$ cat src/rtl/fib_pkg.sv
// Shared types for the Fibonacci generator family.
package fib_pkg;

   // Run-control states: idle, streaming terms, one-cycle completion.
   typedef enum logic [1:0] {
      IDLE = 2'd0,
      RUN  = 2'd1,
      DONE = 2'd2
   } fib_state_e;

endpackage

$ cat src/rtl/fib_step.sv
// One Fibonacci recurrence step with wrap tracking.
// Shared by the Fibonacci, Lucas and seeded generators.
module fib_step #(
   parameter int WIDTH = 8
) (
   input  logic [WIDTH-1:0] a,
   input  logic [WIDTH-1:0] b,
   input  logic             ovf_a,
   input  logic             ovf_b,
   output logic [WIDTH-1:0] next_a,
   output logic [WIDTH-1:0] next_b,
   output logic             next_ovf_a,
   output logic             next_ovf_b
);

   logic [WIDTH:0] w_sum;

   // Extra bit catches the carry that marks a wrapped term.
   assign w_sum      = {1'b0, a} + {1'b0, b};
   assign next_a     = b;
   assign next_b     = w_sum[WIDTH-1:0];
   assign next_ovf_a = ovf_b;
   // A term is wrapped if its own sum carried or either ancestor was wrapped.
   assign next_ovf_b = w_sum[WIDTH] | ovf_a | ovf_b;

endmodule

$ cat src/rtl/fib_seq_gen.sv
// Command-driven Fibonacci term streamer with valid/ready output,
// per-term wrap flag, sticky run overflow and a done pulse.
module fib_seq_gen
   import fib_pkg::*;
#(
   parameter int WIDTH = 8,
   parameter int IDX_W = 4
) (
   input  logic             clk,
   input  logic             rst_n,
   input  logic             start,
   input  logic [IDX_W-1:0] n,
   input  logic [WIDTH-1:0] seed0,
   input  logic [WIDTH-1:0] seed1,
   output logic             busy,
   output logic             term_valid,
   input  logic             term_ready,
   output logic [WIDTH-1:0] term,
   output logic [IDX_W-1:0] term_idx,
   output logic             term_last,
   output logic             term_ovf,
   output logic             done,
   output logic             overflow
);

   fib_state_e       r_state, w_state_nxt;
   logic [WIDTH-1:0] r_a, r_b;
   logic             r_ovf_a, r_ovf_b;
   logic [IDX_W-1:0] r_idx, r_n;
   logic             r_overflow;

   logic             w_run, w_hs, w_at_last, w_start_ok;
   logic [WIDTH-1:0] w_next_a, w_next_b;
   logic             w_next_ovf_a, w_next_ovf_b;

   assign w_run      = (r_state == RUN);
   assign w_start_ok = (r_state == IDLE) & start;
   assign w_hs       = w_run & term_ready;
   assign w_at_last  = (r_idx == r_n);

   fib_step #(.WIDTH(WIDTH)) u_step (
      .a          (r_a),
      .b          (r_b),
      .ovf_a      (r_ovf_a),
      .ovf_b      (r_ovf_b),
      .next_a     (w_next_a),
      .next_b     (w_next_b),
      .next_ovf_a (w_next_ovf_a),
      .next_ovf_b (w_next_ovf_b)
   );

   // State register.
   always_ff @(posedge clk or negedge rst_n) begin
      if (!rst_n) r_state <= IDLE;
      else        r_state <= w_state_nxt;
   end

   // Next-state: start only honoured in IDLE, DONE always lasts one cycle.
   always_comb begin
      w_state_nxt = r_state;
      case (r_state)
         IDLE:    if (start) w_state_nxt = RUN;
         RUN:     if (w_hs && w_at_last) w_state_nxt = DONE;
         DONE:    w_state_nxt = IDLE;
         default: w_state_nxt = IDLE;
      endcase
   end

   // Datapath: load seeds on start, advance one term per non-final handshake.
   always_ff @(posedge clk or negedge rst_n) begin
      if (!rst_n) begin
         r_a     <= '0;
         r_b     <= '0;
         r_ovf_a <= 1'b0;
         r_ovf_b <= 1'b0;
         r_idx   <= '0;
         r_n     <= '0;
      end else if (w_start_ok) begin
         r_a     <= seed0;
         r_b     <= seed1;
         r_ovf_a <= 1'b0;
         r_ovf_b <= 1'b0;
         r_idx   <= '0;
         r_n     <= n;
      end else if (w_hs && !w_at_last) begin
         r_a     <= w_next_a;
         r_b     <= w_next_b;
         r_ovf_a <= w_next_ovf_a;
         r_ovf_b <= w_next_ovf_b;
         r_idx   <= r_idx + IDX_W'(1);
      end
   end

   // Sticky overflow: cleared by an accepted start, set by any accepted wrapped term.
   always_ff @(posedge clk or negedge rst_n) begin
      if (!rst_n)          r_overflow <= 1'b0;
      else if (w_start_ok) r_overflow <= 1'b0;
      else if (w_hs)       r_overflow <= r_overflow | r_ovf_a;
   end

   // Outputs decode straight from registers; nothing combinational from inputs.
   assign busy       = (r_state != IDLE);
   assign term_valid = w_run;
   assign term       = r_a;
   assign term_idx   = r_idx;
   assign term_last  = w_run & w_at_last;
   assign term_ovf   = w_run & r_ovf_a;
   assign done       = (r_state == DONE);
   assign overflow   = r_overflow;

endmodule

$ cat config.mk
export PLATFORM = sky130hd
export DESIGN_NAME = fib_seq_gen
export DESIGN_NICKNAME = d
export VERILOG_FILES = /design/src/rtl/fib_pkg.sv /design/src/rtl/fib_step.sv /design/src/rtl/fib_seq_gen.sv
export SDC_FILE = /design/constraint.sdc
export NUM_CORES = 1
export LEC_CHECK = 0
export ABC_AREA = 1
export BUFFER_PORTS_ARGS = -buffer_cell sky130_fd_sc_hd__buf_2
export CAP_MARGIN = 30
export CORE_MARGIN = 8
export CORE_UTILIZATION = 48
export DETAILED_ROUTE_END_ITERATION = 8
export HOLD_SLACK_MARGIN = 0.05
export PLACE_DENSITY = 0.75
export REMOVE_ABC_BUFFERS = 1
export SYNTH_ARGS = -nofsm -noshare
export SYNTH_HDL_FRONTEND = slang
export SYNTH_SLANG_ARGS = --single-unit
export TNS_END_PERCENT = 20
$ cat constraint.sdc
create_clock -name clk -period 1.55 [get_ports clk]
set_input_delay 0.465 -clock clk [delete_from_list [all_inputs] [get_ports clk]]
set_output_delay 0.465 -clock clk [all_outputs]
set_load 0.02 [all_outputs]
==> results of run 1 <==
-- final cells by class --
type	count	area share
Clock inverter	2	0.00431
Tap cell	48	0.0258
Timing Repair Buffer	56	0.147
Multi-Input combinational cell	175	0.428
Clock buffer	6	0.0312
Sequential cell	29	0.313
Inverter	30	0.0506
-- power by group through the flow --
stage	Combinational, mW	Sequential [mW]	Clock, mW
6_report	3.44	1.42	0.586
5_1_grt	3.88	1.46	0.646
4_1_cts	3.35	1.42	0.602
3_5_place_dp	3.24	1.42	0
3_3_place_gp	3.18	1.40	0
2_1_floorplan	2.19	1.57	0
-- flip-flops by register name, indices dropped and copies added (netlist names) --
signal and flops:
r_ovf_a 1, r_ovf_b 1, r_b 8, term_idx 4, r_n 4, term 8, r_state 2, overflow 1
-- metal layers --
layer / vias to the layer above / part of all wire / GRT usage
met3: 6 / 0.056 / 0.0438
met2: 37 / 0.45 / 0.216
li1: 878 / - / -
met4: 0 / 0.017 / 0.0574
met1: 741 / 0.47 / 0.174
met5: - / 0 / 0
-- cells by family after synthesis --
kind of cell,after synthesis,share of synthesized area
buffers and inverters,36,0.0884
and+or+nand+nor,144,0.376
adders and majority gates,10,0.0721
DFF,29,0.395
xor gates and xnor gates,5,0.0238
AOI/OAI and AO/OA,16,0.0449
-- per-stage QoR --
step | cells | util | setup TNS [ps] | hold slack (ps) | setup WS, ps
floorplan | 234 | - | -869 | 169 | -146
global placement | 335 | 0.591 | 0 | 465 | 32.9
detailed placement | 335 | 0.591 | 0 | 465 | 15.4
CTS | 344 | 0.622 | -280 | 197 | -258
global route | 346 | 0.635 | -635 | 221 | -255
finish | 346 | 0.635 | -211 | 189 | -193
-- synth_stat cells --
library cell,n,area (um2)
nand3_1,35,175
o21ai_1,9,45.0
xor2_1,3,26.3
ha_1,9,113
o21ai_0,2,10.0
nand2_8,1,20.0
or2_2,1,6.26
nor2_4,2,22.5
nand3_2,5,50.1
nand4_1,1,6.26
nand2_4,1,11.3
dfrtp_1,29,726
buf_2,3,15.0
fa_1,1,20.0
buf_8,1,15.0
buf_6,1,11.3
o21a_1,1,7.51
inv_1,23,86.3
inv_2,6,22.5
clkbuf_1,1,3.75
xnor2_1,2,17.5
nor3_1,1,5.00
inv_6,1,8.76
nor2_2,1,6.26
nand2_1,78,293
nand3b_1,1,7.51
a21oi_1,4,20.0
nor2_1,7,26.3
nand2_2,10,62.6
-- final timing paths --
check	cells past startpoint	end	from	slack (ps)
max	6	term_last	term_idx[1]$_DFFE_PN0P_	-190
min	2	r_n[1]$_DFFE_PN0P_	rst_n	190
max reg2reg	8	r_b[7]$_DFFE_PN0P_	term[2]$_DFFE_PN0P_	10
min reg2reg	2	r_ovf_b$_DFFE_PN0P_	r_ovf_b$_DFFE_PN0P_	480
max in group asynchronous	2	term_idx[1]$_DFFE_PN0P_	rst_n	1070
min in group clk	3	r_n[0]$_DFFE_PN0P_	n[0]	390
-- timing repair --
action,in CTS,in global routing
endpoints found under the setup margin,3,22
pin swaps,2,5
gates resized for setup,7,13
cloned,0,0
buffers inserted,1,2
-- critical path, stage by stage, from the launching register on --
cell and delay (ps):
dfrtp_2 430, nand2_1 90, nand2_2 70, nor2_4 130, nand2_4 60, nor2_4 90, buf_6 120
==> key figures, run 1 <==
Clock network
  – CTS tree: yes
  – Sink Count: 29
  – H-tree Lvls: 2
  – Root Driver: clkbuf_8
  – Maximum root-to-sink buffer count: 2
  – CTS clock-pin slew for the worst setup and hold paths: 60 ps
  – Clock Latency Late Sink: ~280 ps
  – CTS buffer count: 5
  – Hold_buf cts: 0

Logic synthesis
  – Netlist Area Pre-Place: ~1800 um2
  – Netlist cell types: 29
  – Ys Warns: 0
  – Sequential fraction of the synthesis area: 0.395
  – Synth Register Bits: 29
  – Cells after Synth: 240
  – Mean post-synth cell area: 7.66 um2

Place
  – IO buf count: around 40
  – Final GP Congestion: ~0.85
  – Placed cell area: approximately 2200 um2
  – HPWL after DPL: just over 3000 um

Power
  – Pwr per Cell Area: between 2000 and 2500 nW/um2
  – Int Pwr: about 2.8 mW
  – Power Total: 5.45 mW
  – P_sw: ~2.6 mW
  – Seq pwr share: 0.261
  – Comb power frac: 0.632
  – Clock power frac: 0.108
  – Leak Pwr: 1.28 nW
  – VDD IR-drop max: 934 uV
  – Sw frac: 0.480

GRT
  – Pin count of the biggest net entering global routing: 30
  – First-pass GRT wire length: just over 7000 um
  – Number of global-route vias before repair: between 1500 and 2000
  – Antenna violations before repair: 0
  – GR Overflow Total: 0
  – Tot GR Track Use: 0.139

Min path
  – HP Class: primary input to async pin

Critical path
  – Startpoint Class: flip-flop
  – CP Capture Type: output port
  – Largest fanout on the critical path: 4
  – WS Path Type: flip-flop to output port
  – Required time of the worst setup path: 1080 ps
  – Worst Path Arrival: between 1000 and 1500 ps

Routing
  – Vias: 1662
  – First-pass DRT Iterations: 4
  – Drt via density: about 4.8
  – Detailed Route WL: 4040 um
  – Detailed-route wire length per cell: around 12 um
  – DRC: 0
  – Detailed router's first-iteration violation count: 62
  – Final ANT Viol Nets: 0

Cells and area
  – Most frequent cells in the layout: 73 x nand2_1, 38 x buf_2, 33 x nand3_1
  – Share of post-route cells with drive strength above 1: 0.349
  – Fillers: 328
  – Area growth syn-to-layout: 26.4%
  – Area occupied by multi-input gates: around 1000 um2
  – Fin nets: approximately 330
  – Most common cell after layout, fill and taps aside: nand2_1
  – Final instance area: roughly 2300 um2
  – Seq. cell area: just over 700 um2
  – # diodes: 0

Floorplan
  – Die height: 77.9 um
  – Chip Width: a little under 80 um
  – Initial Util: 0.502
  – FP Rows: 22
  – I/O pins: 42
  – Die Area: 6070 um2
  – Core area: 3660 um2

Timing
  – Final hold viol count: 0
  – Final setup violation count: 2
  – Final min period: 1740 ps
  – Max Slew Vio Count: 0
  – Max Fclk: roughly 570 MHz
  – Clock Skew: a little over 6 ps
  – Worst relative slew slack: 0.748
  – Fin crit share: 1.12
  – Setup ws final: -193 ps
  – Slew of the pin with the lowest slew margin: between 300 and 400 ps
  – Unrepaired setup endpoints after global routing: true

Run
  – Max-Cap Viols: 0

Outcome
  – Run status: finished with violations
  – Failing checks: setup timing
Note: power is estimated with default switching activity, not from simulation.
==> run 2, diff against run 1 <==
--- a/config.mk
+++ b/config.mk
@@ -13,6 +13,7 @@
 export DETAILED_ROUTE_END_ITERATION = 8
 export HOLD_SLACK_MARGIN = 0.05
 export PLACE_DENSITY = 0.75
+export RECOVER_POWER = 50
 export REMOVE_ABC_BUFFERS = 1
 export SYNTH_ARGS = -nofsm -noshare
 export SYNTH_HDL_FRONTEND = slang
==> run 2 against run 1 <==
- flip-flop and latch count stayed put
- the run still ends with setup timing left
- highest routed layer unchanged
- total power is 0.68% lower
- core utilization down 0.62 points
- die area is the same
- combinational power down 1%
- final cell count did not move
- cell area shrank 0.97%
==> key figures, run 2 (synthesized netlist as in run 1, its figures left out) <==
Critical path
  – Most used cell along the critical path: nor2_4
  – Reg-to-Reg Start: term[2]$_DFFE_PN0P_
  – Required time of the worst setup path: 1080 ps (about the same)
  – CP Capture Type: output port
  – Crit path cell chain: nand2_1 -> nand2_2 -> nor2_4 -> nand2_4 -> nor2_4 -> buf_6
  – Startpoint Class: flip-flop
  – Slowest CP cell: dfrtp_1
  – Largest fanout on the critical path: 5 (+1)
  – WS Path Type: flip-flop to output port
  – Worst Path Arrival: 1280 ps (about the same)
  – Worst path buffer plus inverter count: 1 (unchanged)
  – CP peak stage delay: 430 ps (about the same)
  – Worst Setup SP: term_idx[0]$_DFFE_PN0P_
  – CP delay by family, top: simple AND/OR/NAND/NOR gates

Routing
  – Vias: 1661 (-0.060%)
  – Drt via density: 4.80 (about the same)
  – First-pass DRT Iterations: 4 (unchanged)
  – Detailed router's first-iteration violation count: 48 (-23%)
  – Final ANT Viol Nets: 0 (unchanged)
  – Detailed Route WL: 4050 um (+0.22%)
  – DRC: 0 (unchanged)
  – Detailed-route wire length per cell: 11.7 um (+0.22%)

Timing
  – Max Slew Vio Count: 0 (unchanged)
  – Final setup violation count: 2 (unchanged)
  – Max Fclk: 574 MHz (+0.11%)
  – Slew of the pin with the lowest slew margin: 742 ps (+365 ps)
  – Fin crit share: 1.12 (-0.00128)
  – Final hold viol count: 0 (unchanged)
  – Final min period: 1740 ps (-1.98 ps)
  – Hold slack: 322 ps (+133 ps)
  – Setup ws final: -191 ps (+1.99 ps)
  – Unrepaired setup endpoints after global routing: true
  – Clock Skew: 5.71 ps (-0.335 ps)
  – Worst relative slew slack: 0.505 (-0.243)

Cells and area
  – Share of post-route cells with drive strength above 1: 0.339 (-0.0101)
  – # diodes: 0 (unchanged)
  – Fin nets: 331 (unchanged)
  – Most frequent cells in the layout: 73 x nand2_1, 37 x buf_2, 33 x nand3_1
  – Most common cell after layout, fill and taps aside: nand2_1
  – Area growth syn-to-layout: 25.2%
  – Fillers: 334 (+1.8%)
  – Final instance area: 2300 um2 (-0.97%)

Clock network
  – H-tree Lvls: 2 (unchanged)
  – Sink Count: 29 (unchanged)
  – Maximum root-to-sink buffer count: 2 (unchanged)
  – CTS clock-pin slew for the worst setup and hold paths: 60 ps (about the same)
  – Root Driver: clkbuf_8
  – CTS tree: yes
  – Clock Latency Late Sink: 280 ps (about the same)
  – CTS buffer count: 5 (unchanged)

Outcome
  – Run status: finished with violations
  – Failing checks: setup timing

GRT
  – First-pass GRT wire length: 7040 um (unchanged)
  – Antenna violations before repair: 0 (unchanged)
  – GR Overflow Total: 0 (unchanged)
  – Pin count of the biggest net entering global routing: 30 (unchanged)
  – Tot GR Track Use: 0.139 (unchanged)
  – Number of global-route vias before repair: 1600 (unchanged)

Floorplan
  – Core area: 3660 um2 (unchanged)
  – FP Rows: 22 (unchanged)
  – Chip Width: 77.9 um (unchanged)
  – I/O pins: 42 (unchanged)
  – Die height: 77.9 um (unchanged)
  – Initial Util: 0.502 (unchanged)
  – Die Area: 6070 um2 (unchanged)

Power
  – Leak Pwr: 1.27 nW (-0.78%)
  – VDD IR-drop max: 930 uV (-0.43%)
  – Pwr per Cell Area: 2350 nW/um2 (+0.29%)

Run
  – Max-Cap Viols: 0 (unchanged)

Place
  – Final GP Congestion: 0.854 (unchanged)
  – HPWL after DPL: 3050 um (unchanged)
  – IO buf count: 41 (unchanged)
  – Placed cell area: 2160 um2 (unchanged)

Min path
  – HP Class: primary input to async pin
run 2: power by group:
group	switching, mW	internal [mW]
combinational	2.04	1.36
clock	0.278	0.310
sequential	0.291	1.13
run 2: stage by stage:
stage / setup TNS (ps) / setup WS, ps / instances / total power [mW] / util
floorplan: -869 / -146 / 234 / 3.76 / -
global placement: 0 / 32.9 / 335 / 4.59 / 0.591
detailed placement: 0 / 15.4 / 335 / 4.66 / 0.591
CTS: -280 / -258 / 344 / 5.37 / 0.622
global route: -700 / -255 / 346 / 5.95 / 0.629
finish: -211 / -191 / 346 / 5.41 / 0.629
run 2: per-layer routing:
metal	global-route usage	share of wire
met5	0	0
met4	0.0574	0.016
met3	0.0438	0.060
met2	0.216	0.45
met1	0.174	0.47
run 2: path summary, 6_finish.rpt:
path                                                end  slack, ps  cells after the start
max in group asynchronous       term_idx[1]$_DFFE_PN0P_        710                      2
worst max register to register       r_b[7]$_DFFE_PN0P_         10                      8
worst min-delay path                 r_n[1]$_DFFE_PN0P_        320                      2
worst min register to register      r_ovf_b$_DFFE_PN0P_        480                      2
worst max-delay path                          term_last       -190                      6
min in group clk                     r_n[0]$_DFFE_PN0P_        390                      3
run 2: layout make-up:
cell class	count	area [um2]	share of cell area
clock buffer	6	72.6	0.0315
clock inverter	2	10.0	0.00435
inverter	30	118	0.0511
multi-input combinational	175	996	0.433
sequential	29	727	0.316
tap	48	60.1	0.0261
timing repair buffer	56	319	0.139
run 2: repair_timing:
item / in CTS / in global routing
hold buffers: 0 / 0
resized for setup: 7 / 13
setup endpoints to repair: 3 / 22
buffers inserted: 1 / 2
pin swaps: 2 / 5
